===== src/rtl/fft_cbfp_sched.sv =====
`default_nettype none
// ============================================================================
//  Module      : fft_cbfp_sched
//  Description : Frame scheduler for the CBFP FFT datapath. Accepts complete
//                frames from the upstream buffer, streams them beat by beat
//                into the datapath, collects one block exponent per CBFP
//                block into the exponent table, and enforces an inter-frame
//                gap so the datapath beat counter restarts cleanly.
//  Revision    : 1.0 - initial release
// ============================================================================
module fft_cbfp_sched #(
    parameter int BEATS_PER_FRAME = 32,
    parameter int BEATS_PER_BLOCK = 4,
    parameter int GAP_CYCLES      = 2,
    parameter int TIMEOUT         = 64
) (
    input  logic       clk,
    input  logic       rst_n,
    input  logic       s_frame_req,
    output logic       s_frame_ack,
    output logic       s_rd_en,
    output logic [4:0] s_rd_addr,
    output logic       dp_valid,
    input  logic       dp_dout_valid,
    input  logic [4:0] dp_blk_exp,
    input  logic       abort,
    output logic       exp_wr_en,
    output logic [2:0] exp_wr_addr,
    output logic [4:0] exp_wr_data,
    output logic       frame_done,
    output logic       busy,
    output logic [5:0] out_beat_cnt,
    output logic       err_overrun,
    output logic       err_timeout
);

    localparam int              TMR_W         = $clog2(TIMEOUT + 1);
    localparam int              GAP_W         = $clog2(GAP_CYCLES + 1);
    localparam logic [5:0]      C_FRAME_BEATS = 6'(BEATS_PER_FRAME);
    localparam logic [4:0]      C_LAST_ADDR   = 5'(BEATS_PER_FRAME - 1);
    localparam logic [5:0]      C_BLK_BEATS   = 6'(BEATS_PER_BLOCK);
    localparam logic [TMR_W-1:0] C_TMR_LAST   = TMR_W'(TIMEOUT - 1);
    localparam logic [GAP_W-1:0] C_GAP_LAST   = GAP_W'(GAP_CYCLES - 1);

    typedef enum logic [2:0] {
        S_IDLE  = 3'd0,
        S_READ  = 3'd1,
        S_DRAIN = 3'd2,
        S_DONE  = 3'd3,
        S_GAP   = 3'd4
    } state_t;

    state_t             r_state;
    state_t             w_next;
    logic [TMR_W-1:0]   r_tmr;
    logic [GAP_W-1:0]   r_gap;

    logic               r_frame_ack;
    logic               r_rd_en;
    logic [4:0]         r_rd_addr;
    logic               r_dp_valid;
    logic               r_exp_wr_en;
    logic [2:0]         r_exp_wr_addr;
    logic [4:0]         r_exp_wr_data;
    logic               r_frame_done;
    logic               r_busy;
    logic [5:0]         r_cnt;
    logic               r_err_overrun;
    logic               r_err_timeout;

    logic               w_count_st;
    logic               w_beat_ok;
    logic               w_blk_first;
    logic               w_overrun;
    logic               w_timeout;

    // Beats are only legitimate while a frame is in flight and not yet complete
    assign w_count_st  = (r_state == S_READ) || (r_state == S_DRAIN) || (r_state == S_DONE);
    assign w_beat_ok   = dp_dout_valid && w_count_st && (r_cnt < C_FRAME_BEATS);
    assign w_blk_first = ((r_cnt % C_BLK_BEATS) == 6'd0);
    assign w_overrun   = dp_dout_valid && (!w_count_st || (r_cnt >= C_FRAME_BEATS));
    assign w_timeout   = (r_state == S_DRAIN) && (r_cnt != C_FRAME_BEATS) && (r_tmr == C_TMR_LAST);

    // State register
    always_ff @(posedge clk) begin
        if (!rst_n) begin
            r_state <= S_IDLE;
        end else begin
            r_state <= w_next;
        end
    end

    // Next-state decode; abort overrides everything including a new request
    always_comb begin
        w_next = r_state;
        if (abort) begin
            w_next = S_IDLE;
        end else begin
            case (r_state)
                S_IDLE:  if (s_frame_req) w_next = S_READ;
                S_READ:  if (r_rd_addr == C_LAST_ADDR) w_next = S_DRAIN;
                S_DRAIN: if ((r_cnt == C_FRAME_BEATS) || w_timeout) w_next = S_DONE;
                S_DONE:  w_next = S_GAP;
                S_GAP:   if (r_gap == C_GAP_LAST) w_next = S_IDLE;
                default: w_next = S_IDLE;
            endcase
        end
    end

    // Registered outputs, beat counting, exponent capture and sticky errors
    always_ff @(posedge clk) begin
        if (!rst_n) begin
            r_frame_ack   <= 1'b0;
            r_rd_en       <= 1'b0;
            r_rd_addr     <= 5'd0;
            r_dp_valid    <= 1'b0;
            r_exp_wr_en   <= 1'b0;
            r_exp_wr_addr <= 3'd0;
            r_exp_wr_data <= 5'd0;
            r_frame_done  <= 1'b0;
            r_busy        <= 1'b0;
            r_cnt         <= 6'd0;
            r_err_overrun <= 1'b0;
            r_err_timeout <= 1'b0;
            r_tmr         <= '0;
            r_gap         <= '0;
        end else begin
            r_frame_ack  <= (r_state == S_IDLE) && (w_next == S_READ);
            r_rd_en      <= (w_next == S_READ);
            r_rd_addr    <= ((r_state == S_READ) && (w_next == S_READ)) ? r_rd_addr + 5'd1 : 5'd0;
            // Buffer read has one cycle of latency, so the datapath strobe trails the read strobe
            r_dp_valid   <= r_rd_en && !abort;
            r_frame_done <= (w_next == S_DONE);
            r_busy       <= (w_next != S_IDLE);

            if (w_next == S_IDLE) begin
                r_cnt <= 6'd0;
            end else if (w_beat_ok) begin
                r_cnt <= r_cnt + 6'd1;
            end

            r_exp_wr_en <= w_beat_ok && w_blk_first && !abort;
            if (w_beat_ok && w_blk_first && !abort) begin
                r_exp_wr_addr <= 3'(r_cnt / C_BLK_BEATS);
                r_exp_wr_data <= dp_blk_exp;
            end

            if (w_overrun) begin
                r_err_overrun <= 1'b1;
            end
            if (w_timeout && !abort) begin
                r_err_timeout <= 1'b1;
            end

            r_tmr <= ((r_state == S_DRAIN) && (w_next == S_DRAIN)) ? r_tmr + TMR_W'(1) : '0;
            r_gap <= ((r_state == S_GAP) && (w_next == S_GAP)) ? r_gap + GAP_W'(1) : '0;
        end
    end

    assign s_frame_ack  = r_frame_ack;
    assign s_rd_en      = r_rd_en;
    assign s_rd_addr    = r_rd_addr;
    assign dp_valid     = r_dp_valid;
    assign exp_wr_en    = r_exp_wr_en;
    assign exp_wr_addr  = r_exp_wr_addr;
    assign exp_wr_data  = r_exp_wr_data;
    assign frame_done   = r_frame_done;
    assign busy         = r_busy;
    assign out_beat_cnt = r_cnt;
    assign err_overrun  = r_err_overrun;
    assign err_timeout  = r_err_timeout;

endmodule
`default_nettype wire


===== config.mk =====
export PLATFORM = sky130hd
export DESIGN_NAME = fft_cbfp_sched
export DESIGN_NICKNAME = d
export VERILOG_FILES = /design/src/rtl/fft_cbfp_sched.sv
export SDC_FILE = /design/constraint.sdc
export NUM_CORES = 1
export LEC_CHECK = 0
export CAP_MARGIN = 20
export CORE_UTILIZATION = 65
export DETAILED_ROUTE_END_ITERATION = 16
export DONT_BUFFER_PORTS = 1
export GPL_ROUTABILITY_DRIVEN = 0
export PLACE_DENSITY = 0.81
export SLEW_MARGIN = 25
export SYNTH_ARGS = -nofsm -noshare
export SYNTH_HDL_FRONTEND = slang
export SYNTH_SLANG_ARGS = --single-unit

===== constraint.sdc =====
create_clock -name clk -period 3.95 [get_ports clk]
set_input_delay 0.395 -clock clk [delete_from_list [all_inputs] [get_ports clk]]
set_output_delay 0.395 -clock clk [all_outputs]
set_load 0.1 [all_outputs]

==> impl_metrics.yaml, run 1 <==
clocking:
  htree_levels: 2
  clkSinkCount: 39
  tritoncts: "yes"
  hold_buffers: 0
  clockBufferDepth: 2
  clk_latency_ps: 340
  post_cts_buffers: 0
  post_cts_resize_count: 0
  cts_buffers: 5
  clkSlewWorstSetupHoldPaths_ps: 100
  ctsRootBufferMaster: "clkbuf_4"
synthesis:
  yosysSeqAreaShare: 0.486
  async_flop_share: 0
  synth_top_area_frac: 0.486
  synth_area_leaders: "dfxtp_1 (49%), nor2_1 (7.9%), mux2i_1 (5.6%), ha_1 (4.7%), xnor2_1 (3.3%)"
  synth-seq-cells: 39
  yosys_warnings: 0
  syn-num-nets: 180
  yosysTopAreaCell: "dfxtp_1"
  synth.cell_area_um2: 1610
  ys.flop_type: "dfxtp_1"
  yosys-top-cells-count: "dfxtp_1 (39), nor2_1 (34), inv_1 (10)"
  synth.avg_cell_area_um2: 9.80
  yosysMostFrequentCell: "dfxtp_1"
  synth_edf_count: 0
  synthCells: 164
  synth.distinct_cells: 37
floorplan:
  die_area_um2: 2680
  rows: 17
  die_h_um: 51.7
  io_pins: 37
  initial_core_util: 0.706
  core_area_um2: 2280
  die_w_um: 51.7
layout:
  n_fill_cell: 165
  drive_gt1_frac: 0.148
  n_antenna_cell: 0
  fin_nets: 191
  seqCellArea_um2: 781
  multi_input_area_um2: 744
  fin_cells: 204
  area_growth_pct: 8.33
timing:
  tns_ps: 0
  clock_skew_ps: 5.76
  timing.fmax_mhz: 478
  slew_headroom: 0.335
  fin_crit_sh: 0.530
  drv_slew: 0
  tightestPinTransition_ps: 997
  rsz0062_at_grt: "no"
  setup_viol: 0
  period_minus_slack_ps: 2090
  hold_violations: 0
placement:
  hpwl_um: 2030
  port_buffers: 0
  dpl.cell_count: 196
routing:
  drc: 0
  ant_nets: 0
  dr.pass1.iters: 4
  routed_wl_um: 2720
  drt-vias-per-instance: 5.58
  vias: 1138
  wl_per_cell_um: 13.4
  drtIter0Drc: 8
worst_setup_path:
  r2r.worst_path.cells: 8
  crit_arrival_ps: 2380
  cp-start-kind: "flip-flop"
  endpoint_kind: "flip-flop"
  critPathKind: "reg -> reg"
  required_ps: 4240
  worstPathMaxFanout: 5
pwr:
  power_density_nw_per_um2: 387
  leakagePower_nw: 0.722
  worst_ir_drop_vdd_v: 0.000296
hold_path:
  hold_path_class: "in -> reg"
  hold_depth: 1
global_route:
  grt_usage: 0.236
  gr-total-overflow: 0
  grt_antenna_before_repair: 0
  grt_max_degree: 13
  grt_pass1_wl_um: 4330
  grt_pass1_vias: 1064
run:
  drv_cap: 0
outcome:
  status: "finished, final reports clean"
==> critical path, cell delays in order, from the launching register on <==
cell and delay (ps):
dfxtp_1 310, buf_4 230, ha_1 240, and3_1 190
ha_1 210, nand2b_1 190, a211oi_4 340, nand3_2 200
nor2_1 140
==> final cells by class <==
cell class | instances | area share
clock buffer | 8 | 0.0395
sequential | 39 | 0.448
inverter | 10 | 0.0216
timing repair buffer | 10 | 0.0431
multi-input combinational | 109 | 0.427
tap | 28 | 0.0201
==> logic make-up after synthesis <==
group,after synthesis,synth area share
adder cells (fa/ha/maj),6,0.0467
multiplexers,10,0.0630
flip-flops,39,0.486
buffers and inverters,16,0.0514
AND/OR/NAND/NOR,70,0.235
AO/OA/AOI/OAI,13,0.0638
XOR/XNOR,10,0.0545
==> where the power goes <==
group	total (mW)	internal (mW)	switching, mW	leakage, nW
clock network	0.228	0.105	0.123	0.0386
logic	0.0204	0.00844	0.0120	0.368
registers	0.426	0.397	0.0285	0.315
total	0.674	0.510	0.164	0.722
==> registers in the layout (all words and copies together) (netlist names) <==
name and flops:
err_timeout 1, exp_wr_addr 3, busy 1, err_overrun 1
dp_valid 1, r_gap 2, s_frame_ack 1, frame_done 1
out_beat_cnt 6, s_rd_en 1, r_state 3, s_rd_addr 5
exp_wr_data 5, exp_wr_en 1, r_tmr 7
==> placed cells by master, fill, tap and decap left out, types with 3 or more instances in the layout <==
master | synthesis | layout
ha_1 | 6 | 6
clkbuf_4 | 0 | 5
dfxtp_1 | 39 | 39
buf_4 | 3 | 10
mux2i_1 | 9 | 9
nor2_1 | 34 | 34
nand3b_1 | 3 | 3
xor2_1 | 4 | 4
nor3_1 | 3 | 3
xnor2_1 | 6 | 6
nand2_1 | 4 | 4
nand2b_1 | 3 | 3
inv_1 | 10 | 10
nand3_1 | 3 | 3
a21oi_1 | 4 | 4
nor4_1 | 4 | 4
==> stage by stage <==
| step | hold WS, ps | instance area (µm²) | total power, mW | setup slack, ps | utilization |
|---|---|---|---|---|---|
| final | 163 | 1740 | 0.674 | 1860 | 0.765 |
| after global routing | 153 | 1740 | 0.696 | 1760 | 0.765 |
| after CTS | 158 | 1740 | 0.676 | 1850 | 0.765 |
| after detailed placement | 432 | 1670 | 0.455 | 1880 | 0.735 |
| after global placement | 404 | 1670 | 0.454 | 1950 | 0.735 |
| after floorplan | 396 | 1610 | 0.452 | 1700 | - |
==> per-layer routing <==
layer,track usage,up-vias,wire [µm]
met5,0,-,0
met4,0.162,0,85
met3,0.0819,8,183
met2,0.416,36,1350
met1,0.228,525,1100
li1,-,569,-
==> worst paths after layout <==
| path | startpoint | endpoint | slack, ps |
|---|---|---|---|
| worst max-delay path | s_rd_addr[1] | s_rd_addr[2] | 1860 |
| worst min-delay path | rst_n | r_state[0] | 160 |
| worst max register to register | s_rd_addr[1] | s_rd_addr[2] | 1860 |
| worst min register to register | r_gap[0] | r_gap[0] | 440 |
Power figures use the tool's default switching activity.
==> run 2: changes to the inputs <==
--- a/config.mk
+++ b/config.mk
@@ -6,11 +6,11 @@
 export NUM_CORES = 1
 export LEC_CHECK = 0
 export CAP_MARGIN = 20
-export CORE_UTILIZATION = 65
+export CORE_UTILIZATION = 61
 export DETAILED_ROUTE_END_ITERATION = 16
 export DONT_BUFFER_PORTS = 1
 export GPL_ROUTABILITY_DRIVEN = 0
-export PLACE_DENSITY = 0.81
+export PLACE_DENSITY = 0.77
 export SLEW_MARGIN = 25
 export SYNTH_ARGS = -nofsm -noshare
 export SYNTH_HDL_FRONTEND = slang
==> constraint.sdc (replaced) <==
create_clock -name clk -period 2 [get_ports clk]
set_input_delay 0.2 -clock clk [delete_from_list [all_inputs] [get_ports clk]]
set_output_delay 0.2 -clock clk [all_outputs]
set_load 0.1 [all_outputs]
==> impl_metrics.yaml, run 2 (same netlist as run 1, synthesis figures left out) <==
outcome:
  status: "finished, final reports clean"
routing:
  vias: 1216
  wl_per_cell_um: 13.1
  drtIter0Drc: 20
  dr.pass1.iters: 4
  drt-vias-per-instance: 5.31
  drc: 0
  ant_nets: 0
  routed_wl_um: 3010
timing:
  rsz0062_at_grt: "no"
  timing.fmax_mhz: 553
  period_minus_slack_ps: 1810
  drv_slew: 0
  hold_ws_ps: 14.1
  hold_violations: 0
  slew_headroom: 0.662
  fin_crit_sh: 0.904
  clock_skew_ps: 8.28
  setup_viol: 0
  setup_ws_ps: 192
  tns_ps: 0
  tightestPinTransition_ps: 503
layout:
  fin_cells: 229
  regMostFlops: "r_tmr"
  n_antenna_cell: 0
  fin_nets: 215
  final_common_cell: "nor2_1"
  largest_reg_flops: 7
  area_growth_pct: 20.0
  drive_gt1_frac: 0.261
  final_cell_mix: "nor2_1 (34), dfxtp_1 (33), buf_4 (30)"
worst_setup_path:
  r2r_setup_slack_ps: 190
  crit_arrival_ps: 2080
  cp-start-kind: "flip-flop"
  r2r.worst_path.cells: 7
  endpoint_kind: "flip-flop"
  r2r-end: "s_rd_addr[2]"
  critPathKind: "reg -> reg"
  reg2reg_from: "s_rd_addr[0]"
  worstPathMaxFanout: 5
  required_ps: 2270
global_route:
  grt_pass1_wl_um: 4550
  gr-total-overflow: 0
  grt_max_degree: 13
  grt_usage: 0.232
  grt_antenna_before_repair: 0
  grt_pass1_vias: 1063
clocking:
  clk_latency_ps: 340
  ctsRootBufferMaster: "clkbuf_4"
  tritoncts: "yes"
  clockBufferDepth: 2
  clkSlewWorstSetupHoldPaths_ps: 110
  cts_buffers: 5
  post_cts_resize_count: 0
  htree_levels: 2
  clkSinkCount: 39
hold_path:
  hold_depth: 2
  hold_start: "rst_n"
  hold_end: "frame_done"
  hold_path_class: "in -> reg"
floorplan:
  rows: 18
  die_area_um2: 2850
  die_w_um: 53.3
  die_h_um: 53.3
  initial_core_util: 0.649
  core_area_um2: 2480
  io_pins: 37
pwr:
  leakagePower_nw: 0.844
  worst_ir_drop_vdd_v: 0.000861
  power_density_nw_per_um2: 670
placement:
  place_ws_ps: 208
  port_buffers: 0
  hpwl_um: 2220
  dpl.cell_count: 218
run:
  drv_cap: 0
-- run 2: cell types whose count changed in the layout (fill, tap and decap cells not counted), moves of 4 or more --
cell / previous run / this run
dlygate4sd3_1: 0 / 4
buf_4: 10 / 30
dfxtp_1: 39 / 33
dfxtp_2: 0 / 6
-- run 2: layer usage --
metal  wire length, µm  global-route usage  vias to the layer above
li1                  -                   -                      619
met1              1320               0.258                      558
met2              1440               0.392                       36
met3               213               0.106                        3
met4                31              0.0658                        0
met5                 0                   0                        -
-- run 2: cell type report --
cell class                      instances  area (µm²)
Sequential cell                        39         788
Multi-Input combinational cell        109         744
Fill cell                             177         548
Timing Repair Buffer                   34         265
Clock buffer                            6        51.3
Inverter                               10        37.5
Tap cell                               30        37.5
Clock inverter                          1        5.00
-- run 2: metrics by stage --
stage          area (µm²)  total power, mW  utilization
4_1_cts              1930             1.30        0.779
6_report             1930             1.29        0.779
5_1_grt              1930             1.35        0.779
3_3_place_gp         1830            0.907        0.740
3_5_place_dp         1830            0.909        0.740
2_1_floorplan        1620            0.893            -
-- run 2: power by group --
part	internal, mW	total, mW	switching, mW
clock	0.163	0.394	0.231
sequential	0.784	0.790	0.00589
combinational	0.0305	0.109	0.0783
total	0.977	1.29	0.315
-- run 2: worst max-delay path by stage --
stage / endpoint / from / slack (ps) / cells past startpoint
2_1_floorplan: r_tmr[2] / out_beat_cnt[5] / 40 / 5
3_3_place_gp: s_rd_addr[3] / s_rd_addr[0] / 250 / 7
3_5_place_dp: s_rd_addr[2] / s_rd_addr[0] / 210 / 7
4_1_cts: s_rd_addr[2] / s_rd_addr[0] / 190 / 7
5_1_grt: s_rd_addr[1] / s_rd_addr[0] / 30 / 7
6_report: s_rd_addr[2] / s_rd_addr[0] / 190 / 7
-- run 2: critical path: stages, from the launching register on --
cell and delay (ps):
dfxtp_2 330, ha_1 210, and3_1 180, ha_1 200, nand2b_1 180, a211oi_4 330
nand3_2 180, nor2_1 120
-- run 2: timing repair --
| action | in CTS | in global routing |
|---|---|---|
| buffers inserted | 0 | 0 |
| hold buffers | 4 | 0 |
| endpoints found under the hold margin | 6 | 0 |
==> run 3: changes to the inputs <==
--- a/config.mk
+++ b/config.mk
@@ -5,6 +5,7 @@
 export SDC_FILE = /design/constraint.sdc
 export NUM_CORES = 1
 export LEC_CHECK = 0
+export ABC_AREA = 1
 export CAP_MARGIN = 20
 export CORE_UTILIZATION = 61
 export DETAILED_ROUTE_END_ITERATION = 16
==> impl_metrics.yaml, run 3 <==
timing:
  drv_slew: 0
  setup_viol: 0
  tightestPinTransition_ps: 388
  fin_crit_sh: 0.954
  clock_skew_ps: 12.9
  setup_ws_ps: 92.1
  hold_ws_ps: -4.34
  slew_headroom: 0.740
  timing.fmax_mhz: 524
  hold_violations: 1
  period_minus_slack_ps: 1910
floorplan:
  io_pins: 37
  initial_core_util: 0.655
  die_w_um: 53.8
  rows: 18
  die_h_um: 53.8
  die_area_um2: 2900
  core_area_um2: 2500
layout:
  fin_cells: 266
  final_common_cell: "nor2_1"
  fin_util: 0.816
  n_antenna_cell: 0
  largest_reg_flops: 7
  fin_area_um2: 2040
  seqCellArea_um2: 790
  regMostFlops: "r_tmr"
  drive_gt1_frac: 0.301
  fin_nets: 251
  n_fill_cell: 156
  multi_input_area_um2: 762
  area_growth_pct: 24.5
  final_cell_mix: "nor2_1 (38), dfxtp_1 (32), buf_4 (30)"
global_route:
  grt_antenna_before_repair: 0
  grt_max_degree: 14
  grt_usage: 0.259
  grt_pass1_wl_um: 5230
  grt_pass1_vias: 1233
  gr-total-overflow: 0
placement:
  placed_area_um2: 1880
  dpl.cell_count: 248
  place_ws_ps: 348
  port_buffers: 0
  hpwl_um: 2390
synthesis:
  yosysTopAreaCell: "dfxtp_1"
  synth.distinct_cells: 26
  yosys-top-cells-count: "dfxtp_1 (39), nor2_1 (39), inv_1 (21)"
  syn-num-nets: 208
  synth.cell_area_um2: 1640
  synth.avg_cell_area_um2: 8.53
  synth-seq-cells: 39
  synth_edf_count: 0
  synth_area_leaders: "dfxtp_1 (48%), nor2_1 (8.9%), inv_1 (4.8%), ha_1 (4.6%), nand2_1 (3.7%)"
  yosys_warnings: 0
  yosysSeqAreaShare: 0.477
  ys.flop_type: "dfxtp_1"
  async_flop_share: 0
  synth_top_area_frac: 0.477
  synthCells: 192
clocking:
  clkSlewWorstSetupHoldPaths_ps: 130
  clockBufferDepth: 2
  clk_latency_ps: 360
  tritoncts: "yes"
  clkSinkCount: 39
  htree_levels: 2
  cts_buffers: 5
  ctsRootBufferMaster: "clkbuf_4"
worst_setup_path:
  crit_arrival_ps: 2180
  worstPathMaxFanout: 8
  endpoint_kind: "flip-flop"
  required_ps: 2270
  cp-start-kind: "flip-flop"
  critPathKind: "reg -> reg"
routing:
  dr.pass1.iters: 4
  drc: 0
  ant_nets: 0
  drt-vias-per-instance: 5.45
  vias: 1449
  routed_wl_um: 3820
  drtIter0Drc: 37
  wl_per_cell_um: 14.3
outcome:
  status: "finished with violations"
  violations: "negative hold slack"
pwr:
  power_density_nw_per_um2: 664
  worst_ir_drop_vdd_v: 0.000826
  leakagePower_nw: 0.905
run:
  drv_cap: 0
hold_path:
  hold_path_class: "in -> reg"
-- run 3: changes by cell type after synthesis, moves of 4 or more --
cell / before / now
o21ai_0: 2 / 11
nand2_2: 0 / 6
inv_1: 10 / 21
nor2_1: 34 / 39
nand2_1: 4 / 16
nand3_1: 3 / 9
nor2_4: 0 / 4
nor4_1: 4 / 0
inv_2: 0 / 5
mux2i_1: 9 / 0
-- run 3: worst paths after layout --
kind	slack [ps]	cells after the start	start	endpoint
max	90	7	r_state[1]	exp_wr_data[4]
min reg2reg	420	1	r_gap[0]	r_gap[0]
min	-4	2	dp_dout_valid	err_overrun
max reg2reg	90	7	r_state[1]	exp_wr_data[4]
-- run 3: cell type report --
type	count	share of cell area
clock buffer	5	0.0184
clock inverter	3	0.00982
sequential	39	0.387
timing repair buffer	37	0.145
multi-input combinational	126	0.374
inverter	26	0.0479
tap	30	0.0184
-- run 3: through the flow --
step	power, mW	TNS [ps]
floorplan	0.922	0
global placement	0.940	0
detailed placement	0.943	0
CTS	1.34	0
global route	1.40	-9.58
finish	1.36	0
-- run 3: cell families (layout without fill, tap and decap cells) --
logic type,after synthesis,after routing,synth area share
buf+inv,27,71,0.0626
flops,39,39,0.477
xor+xnor,9,9,0.0481
simple gates,93,93,0.306
fa+ha+maj,6,6,0.0458
compound gates,18,18,0.0611
-- run 3: layer usage --
layer	GRT usage	part of all wire	vias up
met4	0.0921	0.015	0
met1	0.280	0.40	690
li1	-	-	697
met3	0.0819	0.058	11
met5	0	0	-
met2	0.469	0.53	51
-- run 3: power by group --
group	total (mW)	switching (mW)	internal, mW
clock	0.412	0.278	0.134
combinational	0.150	0.114	0.0364
sequential	0.793	0.00582	0.787
-- run 3: critical path, stage by stage (launching register included) --
cell and delay, ps:
dfxtp_1 440, nor2_4 70, nand3b_4 220, nor2_4 220
inv_2 110, nor2_1 140, nor2_1 60, dlygate4sd3_1 550
-- run 3: timing repair --
action,4_1_cts,5_1_grt
hold buffers,7,0
resized for setup,0,3
buffers inserted,0,3
endpoints found under the hold margin,12,0
endpoints found under the setup margin,0,1
